<file path="src/rtl/ddr2_dev_cmd_receiver.sv">
// DDR2 device-side command receiver: decodes the command bus, tracks per-bank rows and
// timing, flags protocol violations and emits CL/WL-aligned BL4 data-phase strobes.
module ddr2_dev_cmd_receiver #(
    parameter int NBANK      = 8,
    parameter int ROW_W      = 14,
    parameter int COL_W      = 10,
    parameter int T_RCD      = 3,
    parameter int T_RP       = 3,
    parameter int T_RAS      = 8,
    parameter int T_RFC      = 26,
    parameter int CL_DEFAULT = 4
) (
    input  logic                     clk,
    input  logic                     rst_n,
    input  logic                     ddr_cke,
    input  logic                     ddr_cs_n,
    input  logic                     ddr_ras_n,
    input  logic                     ddr_cas_n,
    input  logic                     ddr_we_n,
    input  logic [$clog2(NBANK)-1:0] ddr_ba,
    input  logic [ROW_W-1:0]         ddr_a,
    output logic [NBANK-1:0]         bank_open,
    output logic [5:0]               cmd_strb,
    output logic                     rd_valid,
    output logic                     wr_valid,
    output logic [$clog2(NBANK)-1:0] xfer_ba,
    output logic [ROW_W-1:0]         xfer_row,
    output logic [COL_W-1:0]         xfer_col,
    output logic [2:0]               cur_cl,
    output logic                     err_valid,
    output logic [3:0]               err_code
);
    localparam int BA_W  = $clog2(NBANK);
    localparam int TW    = 8;
    localparam int DEPTH = 8;

    typedef enum logic [2:0] {
        C_NOP, C_ACT, C_RD, C_WR, C_PRE, C_REF, C_MRS
    } cmd_e;

    typedef struct packed {
        logic             vld;
        logic [BA_W-1:0]  ba;
        logic [ROW_W-1:0] row;
        logic [COL_W-1:0] col;
    } beat_t;

    function automatic logic [TW-1:0] sat_dec(input logic [TW-1:0] v);
        return (v == '0) ? '0 : v - 1'b1;
    endfunction

    // Second BL4 beat stays inside the aligned 4-column block.
    function automatic logic [COL_W-1:0] burst_col2(input logic [COL_W-1:0] base);
        return base ^ COL_W'(2);
    endfunction

    cmd_e             cmd;
    logic [NBANK-1:0] open_q, open_d;
    logic [ROW_W-1:0] row_q [NBANK];
    logic [ROW_W-1:0] row_d [NBANK];
    logic [TW-1:0]    rcd_q [NBANK];
    logic [TW-1:0]    rcd_d [NBANK];
    logic [TW-1:0]    rp_q  [NBANK];
    logic [TW-1:0]    rp_d  [NBANK];
    logic [TW-1:0]    ras_q [NBANK];
    logic [TW-1:0]    ras_d [NBANK];
    logic [TW-1:0]    rfc_q, rfc_d;
    logic             ccd_q, ccd_d;
    logic [2:0]       cl_q, cl_d;
    logic [5:0]       strb_q, strb_d;
    logic             err_vld_q, err_vld_d;
    logic [3:0]       err_code_q, err_code_d;
    beat_t            rd_q [DEPTH];
    beat_t            rd_d [DEPTH];
    beat_t            wr_q [DEPTH];
    beat_t            wr_d [DEPTH];

    logic [NBANK-1:0] pre_mask;
    logic             pre_ras_bad;
    logic             rp_all_zero;
    logic [2:0]       mrs_cl;
    logic             mrs_cl_ok;
    logic [3:0]       viol_code;
    logic             accept;
    beat_t            beat0, beat1;

    always_comb begin
        cmd = C_NOP;
        if (ddr_cke && !ddr_cs_n) begin
            case ({ddr_ras_n, ddr_cas_n, ddr_we_n})
                3'b011:  cmd = C_ACT;
                3'b101:  cmd = C_RD;
                3'b100:  cmd = C_WR;
                3'b010:  cmd = C_PRE;
                3'b001:  cmd = C_REF;
                3'b000:  cmd = C_MRS;
                default: cmd = C_NOP;
            endcase
        end
    end

    always_comb begin
        pre_mask         = '0;
        pre_mask[ddr_ba] = 1'b1;
        if (ddr_a[10]) begin
            pre_mask = '1;
        end
        pre_ras_bad = 1'b0;
        rp_all_zero = 1'b1;
        for (int i = 0; i < NBANK; i++) begin
            if (pre_mask[i] && open_q[i] && (ras_q[i] != '0)) begin
                pre_ras_bad = 1'b1;
            end
            if (rp_q[i] != '0) begin
                rp_all_zero = 1'b0;
            end
        end
        mrs_cl    = ddr_a[6:4];
        mrs_cl_ok = (mrs_cl >= 3'd3) && (mrs_cl <= 3'd6);
    end

    // Refresh lockout outranks every per-command check; otherwise the lowest code wins.
    always_comb begin
        viol_code = 4'd0;
        if ((cmd != C_NOP) && (rfc_q != '0)) begin
            viol_code = 4'd7;
        end else begin
            case (cmd)
                C_ACT: begin
                    if (open_q[ddr_ba])             viol_code = 4'd1;
                    else if (rp_q[ddr_ba] != '0)    viol_code = 4'd2;
                end
                C_RD, C_WR: begin
                    if (!open_q[ddr_ba])            viol_code = 4'd3;
                    else if (rcd_q[ddr_ba] != '0)   viol_code = 4'd4;
                    else if (ccd_q)                 viol_code = 4'd8;
                end
                C_PRE: begin
                    if (pre_ras_bad)                viol_code = 4'd5;
                end
                C_REF: begin
                    if ((|open_q) || !rp_all_zero)  viol_code = 4'd6;
                end
                C_MRS: begin
                    if ((ddr_ba == '0) && !mrs_cl_ok) viol_code = 4'd9;
                end
                default: viol_code = 4'd0;
            endcase
        end
        accept = (cmd != C_NOP) && (viol_code == 4'd0);
    end

    always_comb begin
        open_d = open_q;
        row_d  = row_q;
        rfc_d  = sat_dec(rfc_q);
        ccd_d  = 1'b0;
        cl_d   = cl_q;
        strb_d = '0;
        for (int i = 0; i < NBANK; i++) begin
            rcd_d[i] = sat_dec(rcd_q[i]);
            rp_d[i]  = sat_dec(rp_q[i]);
            ras_d[i] = sat_dec(ras_q[i]);
        end
        if (accept) begin
            case (cmd)
                C_ACT: begin
                    open_d[ddr_ba] = 1'b1;
                    row_d[ddr_ba]  = ddr_a;
                    rcd_d[ddr_ba]  = TW'(T_RCD - 1);
                    ras_d[ddr_ba]  = TW'(T_RAS - 1);
                    strb_d         = 6'b000001;
                end
                C_RD: begin
                    ccd_d  = 1'b1;
                    strb_d = 6'b000010;
                end
                C_WR: begin
                    ccd_d  = 1'b1;
                    strb_d = 6'b000100;
                end
                C_PRE: begin
                    for (int i = 0; i < NBANK; i++) begin
                        if (pre_mask[i] && open_q[i]) begin
                            open_d[i] = 1'b0;
                            rp_d[i]   = TW'(T_RP - 1);
                        end
                    end
                    strb_d = 6'b001000;
                end
                C_REF: begin
                    rfc_d  = TW'(T_RFC - 1);
                    strb_d = 6'b010000;
                end
                C_MRS: begin
                    if (ddr_ba == '0) begin
                        cl_d = mrs_cl;
                    end
                    strb_d = 6'b100000;
                end
                default: strb_d = '0;
            endcase
        end
        err_vld_d  = (viol_code != 4'd0);
        err_code_d = viol_code;
    end

    // Data-phase delay lines: entry i reaches the output i edges later, so a beat
    // scheduled at index CL-1 (read) or CL-2 (write) lands on the required cycle.
    always_comb begin
        beat0.vld = 1'b1;
        beat0.ba  = ddr_ba;
        beat0.row = row_q[ddr_ba];
        beat0.col = ddr_a[COL_W-1:0];
        beat1     = beat0;
        beat1.col = burst_col2(ddr_a[COL_W-1:0]);
        for (int i = 0; i < DEPTH - 1; i++) begin
            rd_d[i] = rd_q[i+1];
            wr_d[i] = wr_q[i+1];
        end
        rd_d[DEPTH-1] = '0;
        wr_d[DEPTH-1] = '0;
        for (int i = 0; i < DEPTH; i++) begin
            if (accept && (cmd == C_RD)) begin
                if (i == int'(cl_q) - 1) rd_d[i] = beat0;
                if (i == int'(cl_q))     rd_d[i] = beat1;
            end
            if (accept && (cmd == C_WR)) begin
                if (i == int'(cl_q) - 2) wr_d[i] = beat0;
                if (i == int'(cl_q) - 1) wr_d[i] = beat1;
            end
        end
    end

    always_ff @(posedge clk or negedge rst_n) begin
        if (!rst_n) begin
            open_q     <= '0;
            rfc_q      <= '0;
            ccd_q      <= 1'b0;
            cl_q       <= 3'(CL_DEFAULT);
            strb_q     <= '0;
            err_vld_q  <= 1'b0;
            err_code_q <= '0;
            for (int i = 0; i < NBANK; i++) begin
                row_q[i] <= '0;
                rcd_q[i] <= '0;
                rp_q[i]  <= '0;
                ras_q[i] <= '0;
            end
            for (int i = 0; i < DEPTH; i++) begin
                rd_q[i] <= '0;
                wr_q[i] <= '0;
            end
        end else begin
            open_q     <= open_d;
            row_q      <= row_d;
            rcd_q      <= rcd_d;
            rp_q       <= rp_d;
            ras_q      <= ras_d;
            rfc_q      <= rfc_d;
            ccd_q      <= ccd_d;
            cl_q       <= cl_d;
            strb_q     <= strb_d;
            err_vld_q  <= err_vld_d;
            err_code_q <= err_code_d;
            rd_q       <= rd_d;
            wr_q       <= wr_d;
        end
    end

    // On a read/write collision the shared xfer_* bus reports the read.
    assign bank_open = open_q;
    assign cmd_strb  = strb_q;
    assign cur_cl    = cl_q;
    assign err_valid = err_vld_q;
    assign err_code  = err_code_q;
    assign rd_valid  = rd_q[0].vld;
    assign wr_valid  = wr_q[0].vld;
    assign xfer_ba   = rd_q[0].vld ? rd_q[0].ba  : wr_q[0].ba;
    assign xfer_row  = rd_q[0].vld ? rd_q[0].row : wr_q[0].row;
    assign xfer_col  = rd_q[0].vld ? rd_q[0].col : wr_q[0].col;

endmodule

</file>
<file path="config.mk">
export PLATFORM = sky130hd
export DESIGN_NAME = ddr2_dev_cmd_receiver
export DESIGN_NICKNAME = d
export VERILOG_FILES = /design/src/rtl/ddr2_dev_cmd_receiver.sv
export SDC_FILE = /design/constraint.sdc
export NUM_CORES = 1
export LEC_CHECK = 0
export BUFFER_PORTS_ARGS = -buffer_cell sky130_fd_sc_hd__buf_2
export CORE_UTILIZATION = 50
export CTS_CLUSTER_SIZE = 20
export DETAILED_ROUTE_END_ITERATION = 12
export PLACE_DENSITY = 0.66
export SYNTH_ARGS = -nofsm -noshare
export SYNTH_HDL_FRONTEND = slang
export SYNTH_SLANG_ARGS = --single-unit
export TNS_END_PERCENT = 5
</file>
<file path="constraint.sdc">
create_clock -name clk -period 5.4 [get_ports clk]
set_input_delay 0.27 -clock clk [delete_from_list [all_inputs] [get_ports clk]]
set_output_delay 0.27 -clock clk [all_outputs]
set_load 0.05 [all_outputs]
</file>
==> impl_metrics.tcl <==
set metrics [dict create \
    run_status "complete, no violations" \
    endpoint_kind "flip-flop" \
    cts_root_buf "clkbuf_16" \
    min-delay-path-class "in -> reg" \
    nNetsFinal 2751 \
    critPathMaxFanout 16 \
    reg2reg_slack_ns 0.98 \
    dpl.hpwl_mm 47.4 \
    peakVddDrop_mv 0.228 \
    cts_tree "done" \
    crit_buf_inv 1 \
    drtIter0Drc 1692 \
    rows 94 \
    rr_startpoint "rcd_q[40]" \
    cap_violations 0 \
    required_ns 5.92 \
    synthFlopType "dfrtp_1" \
    num_vias 20700 \
    synth_enable_flop_cells 0 \
    synth_warnings 0 \
    power_frac_comb_pct 13.5 \
    cts_max_path_buffers 3 \
    clk_pin_slew_ns 0.06 \
    critical_path_arrival_ns 4.95 \
    yosys_register_bits 783 \
    seq_area_um2 19600 \
    synth_cell_type_count 76 \
    grt_pass1_vias 21500 \
    wire_per_inst_um 20.6 \
    sequentialPowerShare_pct 47.7 \
    critical_path_class "reg -> reg" \
    setup_tns_ns 0 \
    fin_crit_sh_pct 81.9 \
    dr.pass1.iters 6 \
    initial_core_util_pct 50.6 \
    final_max_slew_viol_count 0 \
    antenna_found_initial 0 \
    io_buffers 74 \
    area_growth_pct 13.1 \
    cp-start-kind "flip-flop" \
    finalHoldViolCount 0 \
    critPathMostFrequentCell "or4_1" \
    core_area_um2 65900 \
    r2r_end "rcd_q[15]" \
    crit_chain "or4_1 -> or4_1 -> o311ai_0 -> nand4_1 -> o31ai_1 -> o21bai_1 -> and4_1 -> buf_4 -> a211oi_1" \
    setup_violations 0 \
    grt-ovfl-total 0 \
    cts_htree_levels 3 \
    cts.sinks 783 \
    critPathLaunch "rcd_q[40]" \
    internal_power_mw 11.0 \
    grt_start_max_net_pins 161 \
    post_cts_buffers 0 \
    p_leak_nw 18.1 \
    ant_nets 0 \
    max_stage_delay_ns 0.78 \
    swShare_pct 27.1 \
    ys_seq_area_share_pct 58.8 \
    rr_worst_depth 9 \
    clock_power_share_pct 38.8 \
    grt_pass1_wl_mm 119 \
    drive_gt1_share_pct 30.3 \
    cts-buffers-inserted 82 \
    netlist_instances 2603 \
    slew_headroom_pct 19.7 \
    viasPerCell 5.74 \
    diodes 0 \
    worstMarginPinSlew_ns 1.20 \
    worstHoldStart "ddr_cs_n" \
    ioPinCount 75 \
    rsz0062_at_grt "false" \
    hold_depth 3 \
    netlist_area_um2 33300 \
    die_area_um2 67600 \
    postSynthNetCount 2673 \
    power_density_nw_per_um2 400 \
    fmax_mhz 226 \
    die_y_um 260 \
    multi_input_area_um2 12900 \
    holdPathEnd "cmd_strb[5]" \
    ys_async_sr_fraction_pct 100 \
    fin_worst_skew_ns 0.0283 \
    fill_cells 5337 \
    cp_slowest_cell "o31ai_1" \
    fin_crit_ns 4.42 \
    die_x_um 260 \
    totalWireLength_mm 74.2 \
    p_switching_mw 4.09 \
    drc 0 \
    hold_ws_ns 0.0370 \
    gr-usage-all-layers_pct 22.5 \
    clk_latency_ns 0.63 \
    syn_area_per_cell_um2 12.8 \
    place_congestion 0.871 \
    critPathTopFamily "simple AND/OR/NAND/NOR gates" \
]
[power by group through the flow]
stage	combinational [mW]	clock [mW]	sequential, mW
after global routing	2.32	6.23	7.28
after floorplan	1.50	0	7.15
after CTS	2.06	5.98	7.17
after global placement	1.91	0	7.21
final	2.04	5.84	7.19
after detailed placement	2.04	0	7.27
[through the flow]
stage	utilization [%]	cell area (um^2)	instances	total power, mW	setup slack [ns]
floorplan	-	33300	2603	8.65	1.46
global placement	52.8	34800	3457	9.12	1.10
detailed placement	52.8	34800	3457	9.31	0.972
CTS	57.2	37700	3611	15.2	0.966
global route	57.2	37700	3611	15.8	0.641
finish	57.2	37700	3611	15.1	0.975
[registers in the layout (all words and copies together) (netlist names), 3 cells and up]
signal     flops
cur_cl         3
wr_q         223
rp_q          64
err_code       4
rfc_q          8
bank_open      8
rcd_q         64
rd_q         223
cmd_strb       6
row_q        112
ras_q         64
[synthesized netlist by cell type, types with 7 or more instances]
| cell | n | area share, % |
|---|---|---|
| or4_1 | 20 | 0.45 |
| o21ai_0 | 28 | 0.42 |
| o22a_1 | 8 | 0.21 |
| ha_1 | 46 | 1.7 |
| a21oi_1 | 52 | 0.78 |
| nor2_1 | 170 | 1.9 |
| a31oi_1 | 8 | 0.15 |
| nand2_1 | 90 | 1.0 |
| buf_2 | 36 | 0.54 |
| a22o_1 | 7 | 0.18 |
| nand3_1 | 26 | 0.39 |
| and2_1 | 56 | 1.1 |
| o22ai_1 | 14 | 0.26 |
| and3_1 | 20 | 0.38 |
| xnor2_1 | 67 | 1.8 |
| xor2_1 | 32 | 0.84 |
| a221oi_1 | 13 | 0.34 |
| dfrtp_1 | 782 | 59 |
| o31ai_1 | 23 | 0.52 |
| inv_1 | 63 | 0.71 |
| nand2b_1 | 20 | 0.38 |
| nor2b_1 | 13 | 0.24 |
| mux2_2 | 521 | 18 |
| o221ai_1 | 7 | 0.18 |
| nor4_1 | 36 | 0.68 |
| nand3b_1 | 10 | 0.23 |
| or3b_2 | 7 | 0.18 |
| mux2i_1 | 17 | 0.51 |
| nor3b_1 | 18 | 0.41 |
| buf_1 | 19 | 0.21 |
| clkbuf_1 | 91 | 1.0 |
| or3_1 | 13 | 0.24 |
| nor3_1 | 113 | 1.7 |
| o21bai_1 | 40 | 0.90 |
| a211oi_1 | 14 | 0.32 |
| a22oi_1 | 22 | 0.50 |
[what timing repair did]
item | CTS | global route
endpoints found under the hold margin | 124 | 0
gates resized for setup | 0 | 0
hold buffers | 4 | 0
[how the worst max path moves through the flow]
| stage | to | depth (start not counted) |
|---|---|---|
| 6_report | rcd_q[15] | 9 |
| 2_1_floorplan | wr_q[204] | 11 |
| 3_3_place_gp | rd_q[210] | 11 |
| 5_1_grt | rp_q[42] | 11 |
| 4_1_cts | rp_q[47] | 11 |
| 3_5_place_dp | rp_q[42] | 10 |
[worst register-to-register path, cell delays in order (launching register included)]
cell and delay (ns):
dfrtp_1 0.41, or4_1 0.56, or4_1 0.47, o311ai_0 0.41, nand4_1 0.24, o31ai_1 0.78, o21bai_1 0.25, and4_1 0.63
buf_4 0.35, a211oi_1 0.22
[cells in the final DEF (no fill, tap or decap), drive strengths merged, types with 22 or more instances in the layout]
master and count:
nor2 170, nor3 113, inv 69, a21oi 52, and2 56, o21ai 29, nand2 94, nor4 37
clkbuf 111, xnor2 67, clkinv 23, o21bai 40, o31ai 24, xor2 32, ha 46, nand3 27
buf 136, dfrtp 782, mux2 521, a22oi 22
[logic make-up after synthesis]
group / synth area share (%)
buf+inv: 2.51
flops: 58.8
xor+xnor: 2.60
fa+ha+maj: 1.73
compound gates: 5.67
mux: 18.1
simple gates: 10.5
[layout make-up]
class	instances	area share (%)
Sequential cell	783	52.0
Multi-Input combinational cell	1609	34.3
Clock buffer	111	6.14
Tap cell	864	2.87
Timing Repair Buffer	140	2.55
Clock inverter	39	1.44
Inverter	65	0.648
[per-layer routing]
metal | share of wire, % | wire length, um | GRT usage, %
met5 | 0 | 0 | 0
met2 | 48 | 35900 | 36.7
met3 | 4.6 | 3420 | 3.61
met4 | 2.4 | 1800 | 7.78
met1 | 45 | 33100 | 30.6
Power figures use the tool's default switching activity.
